`src/rtl/arm_pkg.sv`:
```
// Shared ARM condition-code types: condition field encoding, NZCV bit positions
// and the packed flag struct used by the condition unit and its consumers.
package arm_pkg;

    typedef enum logic [3:0] {
        EQ = 4'b0000,
        NE = 4'b0001,
        CS = 4'b0010,
        CC = 4'b0011,
        MI = 4'b0100,
        PL = 4'b0101,
        VS = 4'b0110,
        VC = 4'b0111,
        HI = 4'b1000,
        LS = 4'b1001,
        GE = 4'b1010,
        LT = 4'b1011,
        GT = 4'b1100,
        LE = 4'b1101,
        AL = 4'b1110,
        NV = 4'b1111
    } cond_e;

    localparam int FLAG_N = 3;
    localparam int FLAG_Z = 2;
    localparam int FLAG_C = 1;
    localparam int FLAG_V = 0;

    typedef struct packed {
        logic n;
        logic z;
        logic c;
        logic v;
    } flags_t;

endpackage

```
`src/rtl/cond_logic_cond_check.sv`:
```
// Purely combinational ARM condition decoder: evaluates a 4-bit condition field
// against a set of NZCV flags. Kept standalone so other units can reuse it.
module cond_check
    import arm_pkg::*;
(
    input  logic [3:0] cond,
    input  logic [3:0] flags,
    output logic       pass
);

    flags_t w_f;

    assign w_f = flags_t'(flags);

    always_comb begin
        pass = 1'b0;
        case (cond_e'(cond))
            EQ:      pass = w_f.z;
            NE:      pass = !w_f.z;
            CS:      pass = w_f.c;
            CC:      pass = !w_f.c;
            MI:      pass = w_f.n;
            PL:      pass = !w_f.n;
            VS:      pass = w_f.v;
            VC:      pass = !w_f.v;
            HI:      pass = w_f.c && !w_f.z;
            LS:      pass = !w_f.c || w_f.z;
            GE:      pass = (w_f.n == w_f.v);
            LT:      pass = (w_f.n != w_f.v);
            GT:      pass = !w_f.z && (w_f.n == w_f.v);
            LE:      pass = w_f.z || (w_f.n != w_f.v);
            AL:      pass = 1'b1;
            // Reserved encoding squashes the instruction.
            NV:      pass = 1'b0;
            default: pass = 1'b0;
        endcase
    end

endmodule

```
`src/rtl/cond_logic.sv`:
```
// Conditional-execution unit: holds the NZCV register, evaluates the condition
// field on the pre-update flags and gates the PC, register and memory writes.
module cond_logic
    import arm_pkg::*;
#(
    parameter bit REG_CONDEX = 1'b0
) (
    input  logic       clk,
    input  logic       reset_n,
    input  logic [3:0] cond,
    input  logic [3:0] alu_flags,
    input  logic [1:0] flag_w,
    input  logic       pcs,
    input  logic       reg_w,
    input  logic       mem_w,
    input  logic       no_write,
    input  logic       instr_start,
    output logic       pc_src,
    output logic       reg_write,
    output logic       mem_write,
    output logic [3:0] flags,
    output logic       cond_ex
);

    flags_t     r_flags;
    logic       r_condex_q;
    logic       w_pass;
    logic       w_cond_ex;
    logic [1:0] w_flag_we;

    cond_check u_cond_check (
        .cond  (cond),
        .flags (r_flags),
        .pass  (w_pass)
    );

    // Captures the condition once per instruction; unused (and trimmed) in single-cycle mode.
    always_ff @(posedge clk or negedge reset_n) begin
        if (!reset_n) begin
            r_condex_q <= 1'b0;
        end else if (instr_start) begin
            r_condex_q <= w_pass;
        end
    end

    // The start cycle bypasses the latch so the first execute cycle is gated on the live result.
    assign w_cond_ex = (REG_CONDEX && !instr_start) ? r_condex_q : w_pass;

    assign w_flag_we = flag_w & {2{w_cond_ex}};

    // N/Z and C/V halves update independently so logical ops can preserve C and V.
    always_ff @(posedge clk or negedge reset_n) begin
        if (!reset_n) begin
            r_flags <= '0;
        end else begin
            if (w_flag_we[1]) begin
                r_flags.n <= alu_flags[FLAG_N];
                r_flags.z <= alu_flags[FLAG_Z];
            end
            if (w_flag_we[0]) begin
                r_flags.c <= alu_flags[FLAG_C];
                r_flags.v <= alu_flags[FLAG_V];
            end
        end
    end

    assign pc_src    = pcs & w_cond_ex;
    assign reg_write = reg_w & w_cond_ex & !no_write;
    assign mem_write = mem_w & w_cond_ex;
    assign flags     = r_flags;
    assign cond_ex   = w_cond_ex;

endmodule

```
`config.mk`:
```
export PLATFORM = sky130hd
export DESIGN_NAME = cond_logic
export DESIGN_NICKNAME = d
export VERILOG_FILES = /design/src/rtl/arm_pkg.sv /design/src/rtl/cond_logic_cond_check.sv /design/src/rtl/cond_logic.sv
export SDC_FILE = /design/constraint.sdc
export NUM_CORES = 1
export LEC_CHECK = 0
export BUFFER_PORTS_ARGS = -buffer_cell sky130_fd_sc_hd__buf_2
export CAP_MARGIN = 20
export CORE_AREA = 2 2 39 41
export CTS_CLUSTER_SIZE = 24
export DETAILED_ROUTE_END_ITERATION = 10
export DIE_AREA = 0 0 41 43
export PLACE_DENSITY = 0.69
export SYNTH_ARGS = -nofsm -noshare
export SYNTH_HDL_FRONTEND = slang
export SYNTH_SLANG_ARGS = --single-unit
```
`constraint.sdc`:
```
create_clock -name clk -period 2.5 [get_ports clk]
set_input_delay 0 -clock clk [delete_from_list [all_inputs] [get_ports clk]]
set_output_delay 0 -clock clk [all_outputs]
set_load 0.005 [all_outputs]
```
After elaboration in Yosys (flattened, before gate mapping)
Cells that the tools add are included.
- div/mod/pow operators: 0
- equality and inequality tests: 17
- $add $sub $neg: 0
- multiply operators: 0
- muxes and demuxes: 1
- $lt $le $gt $ge: 0
- shift-type cells: 0
- reduce and logical (&&, ||, !) cells: 10
- bitwise operators: 5
- operators by type and width (kind ; number):
    $eq A4 B4 Y1 const B ; 8
    $eq A4 B3 Y1 const B ; 4
    $pmux W1 S16 ; 1
    $eq A4 B2 Y1 const B ; 2
    $logic_not A1 Y1 ; 5
    $and A1 B1 Y1 ; 4
    $eq A4 B1 Y1 const B ; 1
    $logic_not A4 Y1 ; 1
    $and A2 B2 Y2 ; 1
    $logic_and A1 B1 Y1 ; 2
    $logic_or A1 B1 Y1 ; 2
    $eq A1 B1 Y1 ; 1
    $ne A1 B1 Y1 ; 1
- bits in read-only memories: 0
- output and inout bits: 8
- input bits: 17
- bits in latches: 0
- memories: 0
- bits in writable memories: 0
- word-level logic and storage cells: 37
- register bits after elaboration: 4

Logic depth before layout (Yosys ltp)
Gate-level depths: netlist of run 1.
- depth in word-level cells: 5
- gate-level depth with buffers: 6
- mapped depth without buffers: 5

By module
A second synthesis of run 1 with hierarchy kept.
- cells, all modules: 37
- area total of the unflattened synthesis: 330.3 um2
- by module, submodules not included (module ; instances ; seq. area each (um2) ; cells each ; area each (um2)):
    cond_logic ; 1 ; 100.1 ; 14 ; 175.2
    cond_check ; 1 ; 0.0 ; 23 ; 155.1

Least setup slack after synthesis of run 1
No wires, ideal clock.
- path type: reg-to-reg
- start: register r_flags, in the netlist flags[2]
- end: register r_flags, in the netlist flags[0]
- buffers on the path: 0
- period minus slack after synthesis: 1.609 ns
- arrival time: 1.482 ns
- data required time: 2.372 ns
- stages on the path, launching flop included: 6
- setup time: 0.128 ns
- slack: 0.891 ns
- cells stage by stage: dfrtp_1 a21oi_1 a21oi_1 o32a_1 a31oi_1 mux2_1
- word-level cells in the longest chain between the ends: 4
- elaborated cells on any way between the ends: 7
- classes of those cells: mux (1); bitwise (1); reduce/logical (5)
- RTL lines (what ; line ; RTL):
    start, declared ; cond_logic.sv:25 ; flags_t r_flags;
    $logic_not A1 Y1 ; cond_logic_cond_check.sv:19, cond_logic_cond_check.sv:26, cond_logic_cond_check.sv:30 ;
    $logic_and A1 B1 Y1 (on tied branches) ; cond_logic_cond_check.sv:30, cond_logic_cond_check.sv:26 ;
    $pmux W1 S16 * ; cond_logic_cond_check.sv:17 ; case (cond_e'(cond))
    $and A2 B2 Y2 * ; cond_logic.sv:49 ; assign w_flag_we = flag_w & {2{w_cond_ex}};
Every way passes the cells marked *; elsewhere a longest branch is shown, timed or not.
A chain may end at the register's enable or synchronous reset.

Worst setup path after layout of run 1
- start: register r_flags, in the netlist flags[2]
- end: output reg_write
- word-level cells in the longest chain between the ends: 5
- elaborated cells on any way between the ends: 8
- classes of those cells: mux (1); bitwise (2); reduce/logical (5)
- RTL lines (what ; line ; RTL):
    $logic_not A1 Y1 ; cond_logic_cond_check.sv:19, cond_logic_cond_check.sv:26, cond_logic_cond_check.sv:30 ;
    $logic_and A1 B1 Y1 (on tied branches) ; cond_logic_cond_check.sv:30, cond_logic_cond_check.sv:26 ;
    $pmux W1 S16 * ; cond_logic_cond_check.sv:17 ;
    $and A1 B1 Y1 * (2 in a row) ; cond_logic.sv:68 ; assign reg_write = reg_w & w_cond_ex & !no_write;
    end, declared ; cond_logic.sv:19 ; output logic reg_write,
Marks and branches as above.

==> report_table.html, run 1 <==
<table>
<tr><th>Metric</th><th>Value</th></tr>
<tr><th colspan="2">Die</th></tr>
<tr><td>Site Rows</td><td>14</td></tr>
<tr><td>Effective utilization at floorplan</td><td>27.1%</td></tr>
<tr><td>Die span in x</td><td>41 um</td></tr>
<tr><td>Die Ht</td><td>43 um</td></tr>
<tr><td>CORE AREA</td><td>1380 um2</td></tr>
<tr><td>Io pins</td><td>25</td></tr>
<tr><td>Die area</td><td>1760 um2</td></tr>
<tr><th colspan="2">Synth</th></tr>
<tr><td>Share of the yosys chip area belonging to registers</td><td>26.7%</td></tr>
<tr><td>Simple-gate share of the synthesized area</td><td>20.7%</td></tr>
<tr><td>Post-Synthesis Net Count</td><td>58</td></tr>
<tr><td>Dominant combinational cell family by area after synthesis</td><td>compound AO/OA/AOI/OAI gates</td></tr>
<tr><td>FF+latch count, synth</td><td>4</td></tr>
<tr><td>Average cell area after synthesis</td><td>9.16 um2</td></tr>
<tr><td>Multiplexer share of the synthesized area</td><td>17.3%</td></tr>
<tr><td>Distinct cells, synth</td><td>21</td></tr>
<tr><td>Mapped Cells</td><td>~40</td></tr>
<tr><td>Number of synthesis warnings</td><td>0</td></tr>
<tr><td>Netlist Area Pre-Place</td><td>375 um2</td></tr>
<tr><td>Area fraction in compound gates after synthesis</td><td>21.3%</td></tr>
<tr><td>Share of synthesized cell area in full adder, half adder and majority cells</td><td>0%</td></tr>
<tr><td>Xor and xnor area share after synthesis</td><td>under 10%</td></tr>
<tr><th colspan="2">Final layout</th></tr>
<tr><td>Number of inserted filler cells in the final layout</td><td>150</td></tr>
<tr><td>N_diodes</td><td>0</td></tr>
<tr><td>Proportion of layout cells with a drive suffix above 1</td><td>41.4%</td></tr>
<tr><td>Final nets</td><td>89</td></tr>
<tr><td>Most common cell after layout, fill and taps aside</td><td>buf_2</td></tr>
<tr><td>Area overhead of the layout relative to synthesis</td><td>49.3%</td></tr>
<tr><td>Largest register FFs</td><td>4</td></tr>
<tr><td>Top library cells by usage in the layout, fill and taps aside</td><td>buf_2, dlygate4sd3_1, mux2_1, dfrtp_1</td></tr>
<tr><th colspan="2">Critical path</th></tr>
<tr><td>CP Capture Type</td><td>output pin</td></tr>
<tr><td>Arr. time, crit path</td><td>1.81 ns</td></tr>
<tr><td>Kind of start point of the critical path</td><td>flop</td></tr>
<tr><td>Max FO, Critical Path</td><td>6</td></tr>
<tr><td>Critical path data required time</td><td>about 2.5 ns</td></tr>
<tr><td>Worst setup path class</td><td>flop to output pin</td></tr>
<tr><th colspan="2">Timing</th></tr>
<tr><td>Period Utilization, post-route</td><td>roughly 72%</td></tr>
<tr><td>Unrepaired setup endpoints after global routing</td><td>no</td></tr>
<tr><td>Number of hold-slack violations in the final timing report</td><td>0</td></tr>
<tr><td>Worst-Margin Slew</td><td>0.285 ns</td></tr>
<tr><td>Post-route worst hold slack</td><td>0.102 ns</td></tr>
<tr><td>Final clock skew</td><td>between 0.001 and 0.0015 ns</td></tr>
<tr><td>Final TNS setup</td><td>0 ns</td></tr>
<tr><td>Min Tclk post-route</td><td>approximately 1.8 ns</td></tr>
<tr><td>Relative slew slack</td><td>roughly four fifths</td></tr>
<tr><td>Max Fclk</td><td>553 MHz</td></tr>
<tr><td>Final count of negative-setup-slack endpoints</td><td>0</td></tr>
<tr><td>Final slew viol count</td><td>0</td></tr>
<tr><th colspan="2">Worst hold path</th></tr>
<tr><td>Class of the tightest hold or removal check</td><td>primary input to async pin</td></tr>
<tr><th colspan="2">Route</th></tr>
<tr><td>Drt first-iter violations</td><td>2</td></tr>
<tr><td>Number of vias per cell after detailed routing</td><td>4.88</td></tr>
<tr><td>Number of detailed-route iterations in the first pass</td><td>2</td></tr>
<tr><td>Detailed-route DRC error count</td><td>0</td></tr>
<tr><td>Remaining antenna violation count</td><td>0</td></tr>
<tr><td>Routed WL</td><td>878 um</td></tr>
<tr><td>Average wire per standard cell</td><td>10.2 um</td></tr>
<tr><td>Vias after detailed routing</td><td>between 400 and 500</td></tr>
<tr><th colspan="2">Place</th></tr>
<tr><td>Post-detailed-placement half-perimeter wirelength</td><td>708 um</td></tr>
<tr><td>Global placer's final weighted congestion</td><td>0.831</td></tr>
<tr><td>Buffers added on ports</td><td>23</td></tr>
<tr><th colspan="2">Power and ir drop</th></tr>
<tr><td>Sw Pwr</td><td>164 uW</td></tr>
<tr><td>Portion of total power attributed to the clock network</td><td>roughly 18%</td></tr>
<tr><td>Leakage</td><td>0.000276 uW</td></tr>
<tr><td>Share of power burned in registers</td><td>between 30% and 40%</td></tr>
<tr><td>Int Power</td><td>276 uW</td></tr>
<tr><td>Part of the total power dissipated in combinational logic</td><td>about half</td></tr>
<tr><td>Worst IR Drop VDD</td><td>roughly 510 uV</td></tr>
<tr><td>Switching part of the total</td><td>roughly 37%</td></tr>
<tr><td>Total power density per cell area</td><td>785 nW/um2</td></tr>
<tr><th colspan="2">Clock network</th></tr>
<tr><td>Clock input transition at the sequential cells of the worst setup and hold paths</td><td>0.04 ns</td></tr>
<tr><td>Clock sink total</td><td>4</td></tr>
<tr><td>Cell at the root of the clock tree</td><td>clkbuf_4</td></tr>
<tr><td>Longest Clk Path Bufs</td><td>2</td></tr>
<tr><td>Clock Latency Late Sink</td><td>0.24 ns</td></tr>
<tr><td>Number of buffers created by CTS</td><td>3</td></tr>
<tr><td>TritonCTS clock tree</td><td>built</td></tr>
<tr><td>Count of H-tree levels built during CTS</td><td>1</td></tr>
<tr><td>Count of buffers added by post-CTS timing repair for setup</td><td>0</td></tr>
<tr><th colspan="2">Global routing</th></tr>
<tr><td>Global Route Usage Sum</td><td>between 10% and 20%</td></tr>
<tr><td>Pin count of the biggest net entering global routing</td><td>9</td></tr>
<tr><td>Final global-route overflow total</td><td>0</td></tr>
<tr><td>First-pass GRT wire length</td><td>roughly 1600 um</td></tr>
<tr><td>Number of global-route vias before repair</td><td>434</td></tr>
<tr><td>Number of antenna violations at the first check in global routing</td><td>0</td></tr>
<tr><th colspan="2">Run status</th></tr>
<tr><td>Status</td><td>finished, final reports clean</td></tr>
<tr><th colspan="2">Flow run</th></tr>
<tr><td>Maximum capacitance violations</td><td>0</td></tr>
</table>
-- power groups by stage --
stage / clock [uW] / sequential, uW / combinational (uW)
after global placement: 0 / 141 / 209
after detailed placement: 0 / 143 / 215
after floorplan: 0 / 138 / 137
after global routing: 90.1 / 151 / 242
after CTS: 83.9 / 143 / 221
final: 81.1 / 142 / 217
-- stage by stage --
stage / instances / instance area [um2] / utilization, % / setup WS [ns] / total power [uW]
floorplan: 41 / 375 / - / 0.891 / 275
global placement: 78 / 488 / 35.3 / 0.787 / 350
detailed placement: 78 / 488 / 35.3 / 0.760 / 357
CTS: 86 / 561 / 40.5 / 0.680 / 447
global route: 86 / 561 / 40.5 / 0.572 / 483
finish: 86 / 561 / 40.5 / 0.691 / 440
-- Yosys cell counts --
cell type	n	share of area, %
a21o_2	1	2.3
o211ai_1	1	2.0
o21a_1	1	2.0
xnor2_1	3	7.0
and2_1	2	3.3
o21ai_0	1	1.3
inv_1	1	1.0
nor2_1	3	3.0
dfrtp_1	4	27
nand3b_1	2	4.0
nor2_2	1	1.7
nand2_1	3	3.0
mux2_1	4	12
a21oi_1	2	2.7
buf_6	2	6.0
a22oi_2	1	3.3
and3b_1	1	2.3
a31oi_1	3	5.0
mux2i_1	2	5.3
nor2b_1	2	3.3
o32a_1	1	2.7
-- kinds of logic (layout without fill, tap and decap cells) --
family | count (synthesis) | count (layout)
AND/OR/NAND/NOR | 14 | 14
AO/OA/AOI/OAI | 11 | 11
multiplexers | 6 | 6
flip-flops | 4 | 4
XOR/XNOR | 3 | 3
buffers and inverters | 3 | 32
-- worst paths after layout --
check,startpoint,endpoint,cells past startpoint,slack [ns]
worst min-delay path,reset_n,flags[3]$_DFFE_PN0P_,2,0.10
min in group clk,flag_w[0],flags[1]$_DFFE_PN0P_,4,0.19
worst max register to register,flags[2]$_DFFE_PN0P_,flags[3]$_DFFE_PN0P_,5,0.76
worst min register to register,flags[3]$_DFFE_PN0P_,flags[3]$_DFFE_PN0P_,1,0.55
worst max-delay path,flags[2]$_DFFE_PN0P_,reg_write,6,0.69
max in group asynchronous,reset_n,flags[0]$_DFFE_PN0P_,2,2.28
-- layer usage --
layer / track usage [%] / vias to the layer above / part of all wire [%]
met3: 3.14 / 2 / 3.0
li1: - / 206 / -
met4: 10.0 / 0 / 1.7
met2: 22.8 / 12 / 59
met1: 13.1 / 200 / 36
met5: 0 / - / 0
-- critical path: stages, from the launching register on --
cell     delay, ns
dfrtp_1       0.42
a21oi_1       0.16
a21oi_1       0.05
o32a_1        0.33
a31oi_1       0.29
and3b_1       0.20
buf_2         0.11
-- layout make-up --
| type | instances | area, um2 | area share [%] |
|---|---|---|---|
| timing repair buffer | 28 | 165 | 29.5 |
| clock buffer | 3 | 22.5 | 4.02 |
| tap | 16 | 20.0 | 3.57 |
| sequential | 4 | 100 | 17.9 |
| multi-input combinational | 34 | 249 | 44.4 |
| inverter | 1 | 3.75 | 0.670 |
-- repair_timing --
item / in CTS / in global routing
hold endpoints to repair: 8 / 0
resized for setup: 0 / 0
endpoints found under the setup margin: 0 / 0
hold buffers: 5 / 0
Power figures use the tool's default switching activity.
==> run 2, diff against run 1 <==
- ABC_AREA: default -> 1
- CORE_AREA: 2 2 39 41 -> default
- CORE_MARGIN: default -> 1.5
- CORE_UTILIZATION: default -> 31
- DIE_AREA: 0 0 41 43 -> default
- PLACE_DENSITY: 0.69 -> 0.7
- clock period: 2.5 -> 1.71 ns (I/O delays scaled with it)
==> report_table.html, run 2 <==
<table>
<tr><th>Metric</th><th>Value</th></tr>
<tr><th colspan="2">Run status</th></tr>
<tr><td>Status</td><td>finished, final reports clean</td></tr>
<tr><th colspan="2">Synth</th></tr>
<tr><td>Post-Synthesis Net Count</td><td>94 (+62%)</td></tr>
<tr><td>Number of enable-type register cells in the synthesized netlist</td><td>0 (unchanged)</td></tr>
<tr><td>Mapped Cells</td><td>77 (+88%)</td></tr>
<tr><td>Post-synth top area cell</td><td>nand2_1</td></tr>
<tr><td>Main flop type after synthesis</td><td>dfrtp_1</td></tr>
<tr><td>Count leader, synth</td><td>nand2_1</td></tr>
<tr><td>Share of the yosys chip area belonging to registers</td><td>22.3% (-4.3 points)</td></tr>
<tr><td>Average cell area after synthesis</td><td>5.82 um2 (-36%)</td></tr>
<tr><td>Top cell types by occurrence after synthesis</td><td>nand2_1, inv_1, nor2_1, dfrtp_1, nand4_1</td></tr>
<tr><td>Distinct cells, synth</td><td>13 (-38%)</td></tr>
<tr><td>Number of synthesis warnings</td><td>0 (unchanged)</td></tr>
<tr><td>FF+latch count, synth</td><td>4 (unchanged)</td></tr>
<tr><td>Fraction of synthesis flops using an asynchronous set or reset pin</td><td>100% (unchanged)</td></tr>
<tr><td>Netlist Area Pre-Place</td><td>448 um2 (+19%)</td></tr>
<tr><td>Portion of synthesized cell area occupied by the leading cell type</td><td>27.7% (+0.99 points)</td></tr>
<tr><td>Most area-consuming cells after synthesis</td><td>nand2_1, dfrtp_1, inv_1</td></tr>
<tr><th colspan="2">Clock network</th></tr>
<tr><td>Clock input transition at the sequential cells of the worst setup and hold paths</td><td>0.04 ns (about the same)</td></tr>
<tr><td>Cell at the root of the clock tree</td><td>clkbuf_4</td></tr>
<tr><td>Longest Clk Path Bufs</td><td>2 (unchanged)</td></tr>
<tr><td>Clock sink total</td><td>4 (unchanged)</td></tr>
<tr><td>TritonCTS clock tree</td><td>built</td></tr>
<tr><td>Clock Latency Late Sink</td><td>0.24 ns (about the same)</td></tr>
<tr><td>Number of buffers created by CTS</td><td>3 (unchanged)</td></tr>
<tr><td>Count of H-tree levels built during CTS</td><td>1 (unchanged)</td></tr>
<tr><th colspan="2">Global routing</th></tr>
<tr><td>Met3 capacity usage during global routing</td><td>1.63% (-1.5 points)</td></tr>
<tr><td>Pin count of the biggest net entering global routing</td><td>8 (-1)</td></tr>
<tr><td>First-pass GRT wire length</td><td>1610 um (+0.44%)</td></tr>
<tr><td>Number of antenna violations at the first check in global routing</td><td>0 (unchanged)</td></tr>
<tr><td>Number of global-route vias before repair</td><td>451 (+3.9%)</td></tr>
<tr><td>Global Route Usage Sum</td><td>14.5% (+1.0 points)</td></tr>
<tr><td>Final global-route overflow total</td><td>0 (unchanged)</td></tr>
<tr><td>Met2 track demand over resource</td><td>24.2% (+1.4 points)</td></tr>
<tr><td>Global-route met1 utilization</td><td>18.1% (+5.0 points)</td></tr>
<tr><td>Most utilized layer in the global route result</td><td>met2</td></tr>
<tr><th colspan="2">Critical path</th></tr>
<tr><td>End point of the critical path</td><td>reg_write</td></tr>
<tr><td>Critical Path, Cell by Cell</td><td>nand2_1 -&gt; nand2_2 -&gt; o21ai_1 -&gt; nand2_1 -&gt; nand3_2 -&gt; nand2_4 -&gt; nand2_8 -&gt; nand2_4 -&gt; nor3_2 -&gt; buf_2</td></tr>
<tr><td>Reg2reg start</td><td>flags[3]$_DFFE_PN0P_</td></tr>
<tr><td>Max FO, Critical Path</td><td>5 (-1)</td></tr>
<tr><td>Maximum single-stage delay on the critical path</td><td>0.43 ns (about the same)</td></tr>
<tr><td>Kind of start point of the critical path</td><td>flop</td></tr>
<tr><td>Reg2reg setup slack</td><td>0.25 ns (-0.51 ns)</td></tr>
<tr><td>Top cell family by delay on the critical path</td><td>simple AND/OR/NAND/NOR gates</td></tr>
<tr><td>CP Capture Type</td><td>output pin</td></tr>
<tr><td>CP max-delay cell</td><td>dfrtp_2</td></tr>
<tr><td>Cell count of the worst reg-to-reg path</td><td>11 (+6)</td></tr>
<tr><td>Arr. time, crit path</td><td>1.60 ns (-0.21 ns)</td></tr>
<tr><td>Critical path data required time</td><td>1.71 ns (-0.79 ns)</td></tr>
<tr><td>Total buffers and inverters traversed by the critical path</td><td>1 (unchanged)</td></tr>
<tr><td>Worst setup path class</td><td>flop to output pin</td></tr>
<tr><td>Origin of the worst setup path</td><td>flags[3]$_DFFE_PN0P_</td></tr>
<tr><td>Endpoint of the most critical register-to-register path</td><td>flags[2]$_DFFE_PN0P_</td></tr>
<tr><td>Worst path depth</td><td>10 (+4)</td></tr>
<tr><th colspan="2">Timing</th></tr>
<tr><td>Final worst slack</td><td>0.112 ns (-0.579 ns)</td></tr>
<tr><td>Final count of negative-setup-slack endpoints</td><td>0 (unchanged)</td></tr>
<tr><td>Worst-Margin Slew</td><td>0.322 ns (+0.0368 ns)</td></tr>
<tr><td>Min Tclk post-route</td><td>1.60 ns</td></tr>
<tr><td>Max Fclk</td><td>626 MHz</td></tr>
<tr><td>Relative slew slack</td><td>78.5% (-2.4 points)</td></tr>
<tr><td>Period Utilization, post-route</td><td>93.5%</td></tr>
<tr><td>Number of hold-slack violations in the final timing report</td><td>0 (unchanged)</td></tr>
<tr><td>Final slew viol count</td><td>0 (unchanged)</td></tr>
<tr><td>Final clock skew</td><td>0.00420 ns (+0.00301 ns)</td></tr>
<tr><th colspan="2">Route</th></tr>
<tr><td>Average wire per standard cell</td><td>8.66 um (-15%)</td></tr>
<tr><td>Routed WL</td><td>1070 um (+21%)</td></tr>
<tr><td>Remaining antenna violation count</td><td>0 (unchanged)</td></tr>
<tr><td>Number of vias per cell after detailed routing</td><td>4.57 (-6.4%)</td></tr>
<tr><td>Detailed-route DRC error count</td><td>0 (unchanged)</td></tr>
<tr><td>Drt first-iter violations</td><td>16 (+14)</td></tr>
<tr><td>Number of detailed-route iterations in the first pass</td><td>4 (+2)</td></tr>
<tr><td>Vias after detailed routing</td><td>562 (+34%)</td></tr>
<tr><th colspan="2">Place</th></tr>
<tr><td>Global placer's final weighted congestion</td><td>0.670 (-19%)</td></tr>
<tr><td>Buffers added on ports</td><td>23 (unchanged)</td></tr>
<tr><td>Place WS</td><td>0.317 ns (-0.443 ns)</td></tr>
<tr><td>Post-detailed-placement half-perimeter wirelength</td><td>817 um (+15%)</td></tr>
<tr><td>Post-detailed-placement cell area</td><td>582 um2 (+19%)</td></tr>
<tr><td>Number of instances in the placed design</td><td>115 (+47%)</td></tr>
<tr><th colspan="2">Flow run</th></tr>
<tr><td>Maximum capacitance violations</td><td>0 (unchanged)</td></tr>
<tr><th colspan="2">Final layout</th></tr>
<tr><td>Largest register FFs</td><td>4 (unchanged)</td></tr>
<tr><td>Area overhead of the layout relative to synthesis</td><td>48.0%</td></tr>
<tr><td>Most common cell after layout, fill and taps aside</td><td>nand2_1</td></tr>
<tr><td>Finished layout cell area</td><td>663 um2 (+18%)</td></tr>
<tr><td>Final nets</td><td>127 (+43%)</td></tr>
<tr><td>Proportion of layout cells with a drive suffix above 1</td><td>44.4% (+3.0 points)</td></tr>
<tr><td>Top library cells by usage in the layout, fill and taps aside</td><td>nand2_1, buf_2, inv_1</td></tr>
<tr><td>Final Instance Count excl. Fillers</td><td>123 (+43%)</td></tr>
<tr><td>N_diodes</td><td>0 (unchanged)</td></tr>
<tr><th colspan="2">Die</th></tr>
<tr><td>Effective utilization at floorplan</td><td>34.0% (+6.9 points)</td></tr>
<tr><td>Die Ht</td><td>41.0 um (-4.6%)</td></tr>
<tr><td>CORE AREA</td><td>1320 um2 (-4.8%)</td></tr>
<tr><td>Die area</td><td>1680 um2 (-4.6%)</td></tr>
<tr><td>Die span in x</td><td>41.0 um (about the same)</td></tr>
<tr><td>Site Rows</td><td>13 (-1)</td></tr>
<tr><td>Io pins</td><td>25 (unchanged)</td></tr>
<tr><th colspan="2">Power and ir drop</th></tr>
<tr><td>Worst IR Drop VDD</td><td>767 uV (+51%)</td></tr>
<tr><td>Leakage</td><td>0.000417 uW (+51%)</td></tr>
<tr><td>Total power density per cell area</td><td>1180 nW/um2 (+50%)</td></tr>
<tr><th colspan="2">Worst hold path</th></tr>
<tr><td>Class of the tightest hold or removal check</td><td>primary input to flop</td></tr>
</table>
run 2: worst register-to-register path, delay by kind of cell (launching register included):
kind | cells | cell delay, ns
buffers and inverters | 1 | 0.13
and+or+nand+nor | 9 | 0.67
AOI/OAI and AO/OA | 1 | 0.12
DFF | 1 | 0.43
run 2: routing by layer:
layer	up-vias	routed length, um
met1	237	515
met5	-	0
met3	0	72
met2	26	477
li1	299	-
met4	0	0
run 2: cell type report:
| type | instances | area [um2] |
|---|---|---|
| fillers | 148 | 654 |
| multi-input cells | 58 | 309 |
| repair buffers | 28 | 155 |
| flip-flops and latches | 4 | 101 |
| inverters | 15 | 56.3 |
| clock buffers | 3 | 22.5 |
| well taps | 15 | 18.8 |
run 2: timing repair:
| action | CTS | global route |
|---|---|---|
| hold buffers | 1 | 0 |
| buffers inserted | 0 | 4 |
| gates resized for setup | 0 | 8 |
| endpoints found under the hold margin | 4 | 0 |
| setup endpoints to repair | 0 | 4 |
run 2: kinds of logic after synthesis:
family | count (synthesis) | share of synthesized area (%)
flip-flops | 4 | 22.3
buffers and inverters | 15 | 12.6
AO/OA/AOI/OAI | 5 | 7.26
AND/OR/NAND/NOR | 53 | 57.8
run 2: power breakdown:
part / internal, uW / total [uW] / leakage [uW] / switching [uW]
sequential: 137 / 185 / 0.0000483 / 47.8
combinational: 218 / 478 / 0.000355 / 260
clock: 78.8 / 121 / 0.0000138 / 42.0
total: 434 / 784 / 0.000417 / 349
run 2: through the flow:
step	total power, uW	hold slack (ns)	util [%]	TNS, ns
after detailed placement	567	-0.188	44.2	0
final	784	0.0173	50.3	0
after CTS	694	0.0116	46.6	0
after floorplan	442	-0.296	-	0
after global routing	860	0.0506	50.3	-0.000687
after global placement	560	-0.191	44.2	0
run 2: worst min path at each step:
stage,to,depth (start not counted),start
after global placement,flags[3]$_DFFE_PN0P_,1,reset_n
after CTS,flags[1]$_DFFE_PN0P_,3,alu_flags[1]
after detailed placement,flags[2]$_DFFE_PN0P_,1,reset_n
after floorplan,flags[0]$_DFFE_PN0P_,0,reset_n
after global routing,flags[1]$_DFFE_PN0P_,3,alu_flags[1]
final,flags[1]$_DFFE_PN0P_,3,alu_flags[1]
==> run 3, diff against run 2 <==
- PLACE_DENSITY: 0.7 -> 0.61
==> report_table.html, run 3 (synthesis results as in run 2) <==
<table>
<tr><th>Metric</th><th>Value</th></tr>
<tr><th colspan="2">Die</th></tr>
<tr><td>Die Ht</td><td>41.0 um (unchanged)</td></tr>
<tr><td>Die span in x</td><td>41.0 um (unchanged)</td></tr>
<tr><td>Site Rows</td><td>13 (unchanged)</td></tr>
<tr><td>Die area</td><td>1680 um2 (unchanged)</td></tr>
<tr><td>Effective utilization at floorplan</td><td>34.0% (unchanged)</td></tr>
<tr><td>CORE AREA</td><td>1320 um2 (unchanged)</td></tr>
<tr><td>Io pins</td><td>25 (unchanged)</td></tr>
<tr><th colspan="2">Critical path</th></tr>
<tr><td>Worst setup path class</td><td>flop to output pin</td></tr>
<tr><td>Max FO, Critical Path</td><td>7 (+2)</td></tr>
<tr><td>Arr. time, crit path</td><td>1.57 ns (-0.03 ns)</td></tr>
<tr><td>Reg2reg setup slack</td><td>0.38 ns (+0.13 ns)</td></tr>
<tr><td>Kind of start point of the critical path</td><td>flop</td></tr>
<tr><td>Cell count of the worst reg-to-reg path</td><td>12 (+1)</td></tr>
<tr><td>Critical path data required time</td><td>1.71 ns (about the same)</td></tr>
<tr><td>Reg2reg start</td><td>flags[3]$_DFFE_PN0P_</td></tr>
<tr><td>CP Capture Type</td><td>output pin</td></tr>
<tr><td>Endpoint of the most critical register-to-register path</td><td>flags[0]$_DFFE_PN0P_</td></tr>
<tr><th colspan="2">Timing</th></tr>
<tr><td>Period Utilization, post-route</td><td>92.1% (-1.4 points)</td></tr>
<tr><td>Final clock skew</td><td>0.000391 ns (-0.00381 ns)</td></tr>
<tr><td>Final count of negative-setup-slack endpoints</td><td>0 (unchanged)</td></tr>
<tr><td>Relative slew slack</td><td>79.0% (+0.46 points)</td></tr>
<tr><td>Final TNS setup</td><td>0 ns (unchanged)</td></tr>
<tr><td>Post-route worst hold slack</td><td>0.0213 ns (+0.00399 ns)</td></tr>
<tr><td>Number of hold-slack violations in the final timing report</td><td>0 (unchanged)</td></tr>
<tr><td>Min Tclk post-route</td><td>1.57 ns (-0.0241 ns)</td></tr>
<tr><td>Max Fclk</td><td>635 MHz (+1.5%)</td></tr>
<tr><td>Worst-Margin Slew</td><td>0.315 ns (-0.00689 ns)</td></tr>
<tr><td>Final slew viol count</td><td>0 (unchanged)</td></tr>
<tr><th colspan="2">Power and ir drop</th></tr>
<tr><td>Sw Pwr</td><td>324 uW (-7.3%)</td></tr>
<tr><td>Switching part of the total</td><td>44.5% (-0.10 points)</td></tr>
<tr><td>Leakage</td><td>0.000408 uW (-2.1%)</td></tr>
<tr><td>Int Power</td><td>404 uW (-6.9%)</td></tr>
<tr><td>Portion of total power attributed to the clock network</td><td>16.2% (+0.8 points)</td></tr>
<tr><td>Worst IR Drop VDD</td><td>682 uV (-11%)</td></tr>
<tr><td>Design Power</td><td>728 uW (-7.1%)</td></tr>
<tr><td>Total power density per cell area</td><td>1140 nW/um2 (-3.6%)</td></tr>
<tr><td>Share of power burned in registers</td><td>25.9% (+2.3 points)</td></tr>
<tr><td>Part of the total power dissipated in combinational logic</td><td>57.9% (-3.1 points)</td></tr>
<tr><th colspan="2">Clock network</th></tr>
<tr><td>Clock sink total</td><td>4 (unchanged)</td></tr>
<tr><td>Number of buffers created by CTS</td><td>3 (unchanged)</td></tr>
<tr><td>TritonCTS clock tree</td><td>built</td></tr>
<tr><td>Count of H-tree levels built during CTS</td><td>1 (unchanged)</td></tr>
<tr><td>Clock input transition at the sequential cells of the worst setup and hold paths</td><td>0.04 ns (about the same)</td></tr>
<tr><td>Cell at the root of the clock tree</td><td>clkbuf_4</td></tr>
<tr><td>Longest Clk Path Bufs</td><td>2 (unchanged)</td></tr>
<tr><td>Clock Latency Late Sink</td><td>0.23 ns (about the same)</td></tr>
<tr><th colspan="2">Route</th></tr>
<tr><td>Remaining antenna violation count</td><td>0 (unchanged)</td></tr>
<tr><td>Routed WL</td><td>1010 um (-5.6%)</td></tr>
<tr><td>Average wire per standard cell</td><td>8.31 um (-4.1%)</td></tr>
<tr><td>Vias after detailed routing</td><td>541 (-3.7%)</td></tr>
<tr><td>Drt first-iter violations</td><td>11 (-5)</td></tr>
<tr><td>Number of detailed-route iterations in the first pass</td><td>4 (unchanged)</td></tr>
<tr><td>Number of vias per cell after detailed routing</td><td>4.47 (-2.1%)</td></tr>
<tr><td>Detailed-route DRC error count</td><td>0 (unchanged)</td></tr>
<tr><th colspan="2">Worst hold path</th></tr>
<tr><td>Hold EP</td><td>flags[1]$_DFFE_PN0P_</td></tr>
<tr><td>Min-Delay Startpoint</td><td>alu_flags[1]</td></tr>
<tr><td>Worst Hold Path Cells</td><td>3 (unchanged)</td></tr>
<tr><td>Class of the tightest hold or removal check</td><td>primary input to flop</td></tr>
<tr><th colspan="2">Place</th></tr>
<tr><td>Global placer's final weighted congestion</td><td>0.629 (-6.2%)</td></tr>
<tr><td>Buffers added on ports</td><td>23 (unchanged)</td></tr>
<tr><td>Post-detailed-placement half-perimeter wirelength</td><td>811 um (-0.81%)</td></tr>
<tr><td>Post-detailed-placement cell area</td><td>582 um2 (unchanged)</td></tr>
<tr><th colspan="2">Final layout</th></tr>
<tr><td>N_diodes</td><td>0 (unchanged)</td></tr>
<tr><td>Final nets</td><td>125 (-1.6%)</td></tr>
<tr><td>Proportion of layout cells with a drive suffix above 1</td><td>38.7% (-5.8 points)</td></tr>
<tr><td>Final core utilization</td><td>48.5% (-1.8 points)</td></tr>
<tr><td>Most common cell after layout, fill and taps aside</td><td>nand2_1</td></tr>
<tr><td>Top library cells by usage in the layout, fill and taps aside</td><td>nand2_1, buf_2, inv_1</td></tr>
<tr><td>Largest register FFs</td><td>4 (unchanged)</td></tr>
<tr><td>Finished layout cell area</td><td>639 um2 (-3.6%)</td></tr>
<tr><td>Area overhead of the layout relative to synthesis</td><td>42.7%</td></tr>
<tr><th colspan="2">Global routing</th></tr>
<tr><td>Global Route Usage Sum</td><td>13.3% (-1.3 points)</td></tr>
<tr><td>Pin count of the biggest net entering global routing</td><td>8 (unchanged)</td></tr>
<tr><td>Number of antenna violations at the first check in global routing</td><td>0 (unchanged)</td></tr>
<tr><td>First-pass GRT wire length</td><td>1460 um (-9.4%)</td></tr>
<tr><td>Final global-route overflow total</td><td>0 (unchanged)</td></tr>
<tr><td>Number of global-route vias before repair</td><td>422 (-6.4%)</td></tr>
<tr><th colspan="2">Run status</th></tr>
<tr><td>Status</td><td>finished, final reports clean</td></tr>
<tr><th colspan="2">Flow run</th></tr>
<tr><td>Maximum capacitance violations</td><td>0 (unchanged)</td></tr>
</table>
run 3: cell types whose count changed in the layout (fill, tap and decap cells not counted):
| cell | delta |
|---|---|
| a21oi_2 | -1 |
| buf_4 | -2 |
| a21oi_1 | +1 |
| nand2_2 | -2 |
| inv_1 | +2 |
| inv_2 | -2 |
| nand2_1 | +2 |
run 3: power groups by stage:
stage	combinational, uW	clock (uW)	sequential [uW]
after floorplan	259	0	182
after global placement	378	0	186
after detailed placement	378	0	188
after CTS	381	122	187
after global routing	486	124	195
final	421	118	189
run 3: timing repair:
item                                    4_1_cts  5_1_grt
endpoints found under the hold margin         4        0
endpoints found under the setup margin        0        3
resized for setup                             0        3
setup buffers                                 0        2
hold buffers                                  1        0
run 3: worst max-delay path, stage by stage (launching register included):
cell and delay (ns):
dfrtp_2 0.42, inv_1 0.08, nand2_1 0.06, nand2_1 0.09, nand2_1 0.06, nand2_1 0.05, nand2_1 0.05, nand3_2 0.09
nand2_4 0.07, nand2_8 0.08, nand2_4 0.06, nor3_2 0.11, buf_2 0.13
run 3: how the worst max path moves through the flow:
stage,start,endpoint,cells past startpoint
finish,flags[3]$_DFFE_PN0P_,reg_write,12
global route,flags[3]$_DFFE_PN0P_,reg_write,12
CTS,flags[3]$_DFFE_PN0P_,reg_write,11
detailed placement,flags[3]$_DFFE_PN0P_,flags[0]$_DFFE_PN0P_,11
global placement,flags[3]$_DFFE_PN0P_,flags[1]$_DFFE_PN0P_,11
floorplan,flags[0]$_DFFE_PN0P_,flags[3]$_DFFE_PN0P_,11
run 3: per-stage QoR:
step | cells | setup slack (ns)
6_report | 121 | 0.136
4_1_cts | 119 | 0.0672
2_1_floorplan | 77 | 0.439
5_1_grt | 121 | -0.000916
3_3_place_gp | 115 | 0.331
3_5_place_dp | 115 | 0.320
run 3: cell type report:
cell class / instances / area (um2)
fill: 141 / 678
inverter: 15 / 56.3
multi-input combinational: 58 / 300
timing repair buffer: 26 / 140
clock buffer: 3 / 22.5
sequential: 4 / 101
tap: 15 / 18.8
run 3: metal layers:
metal | wire length [um] | vias to the layer above | track usage, %
met3 | 90 | 0 | 2.17
met2 | 446 | 22 | 21.5
met4 | 0 | 0 | 10.0
met5 | 0 | - | 0
li1 | - | 299 | -
met1 | 467 | 220 | 15.4
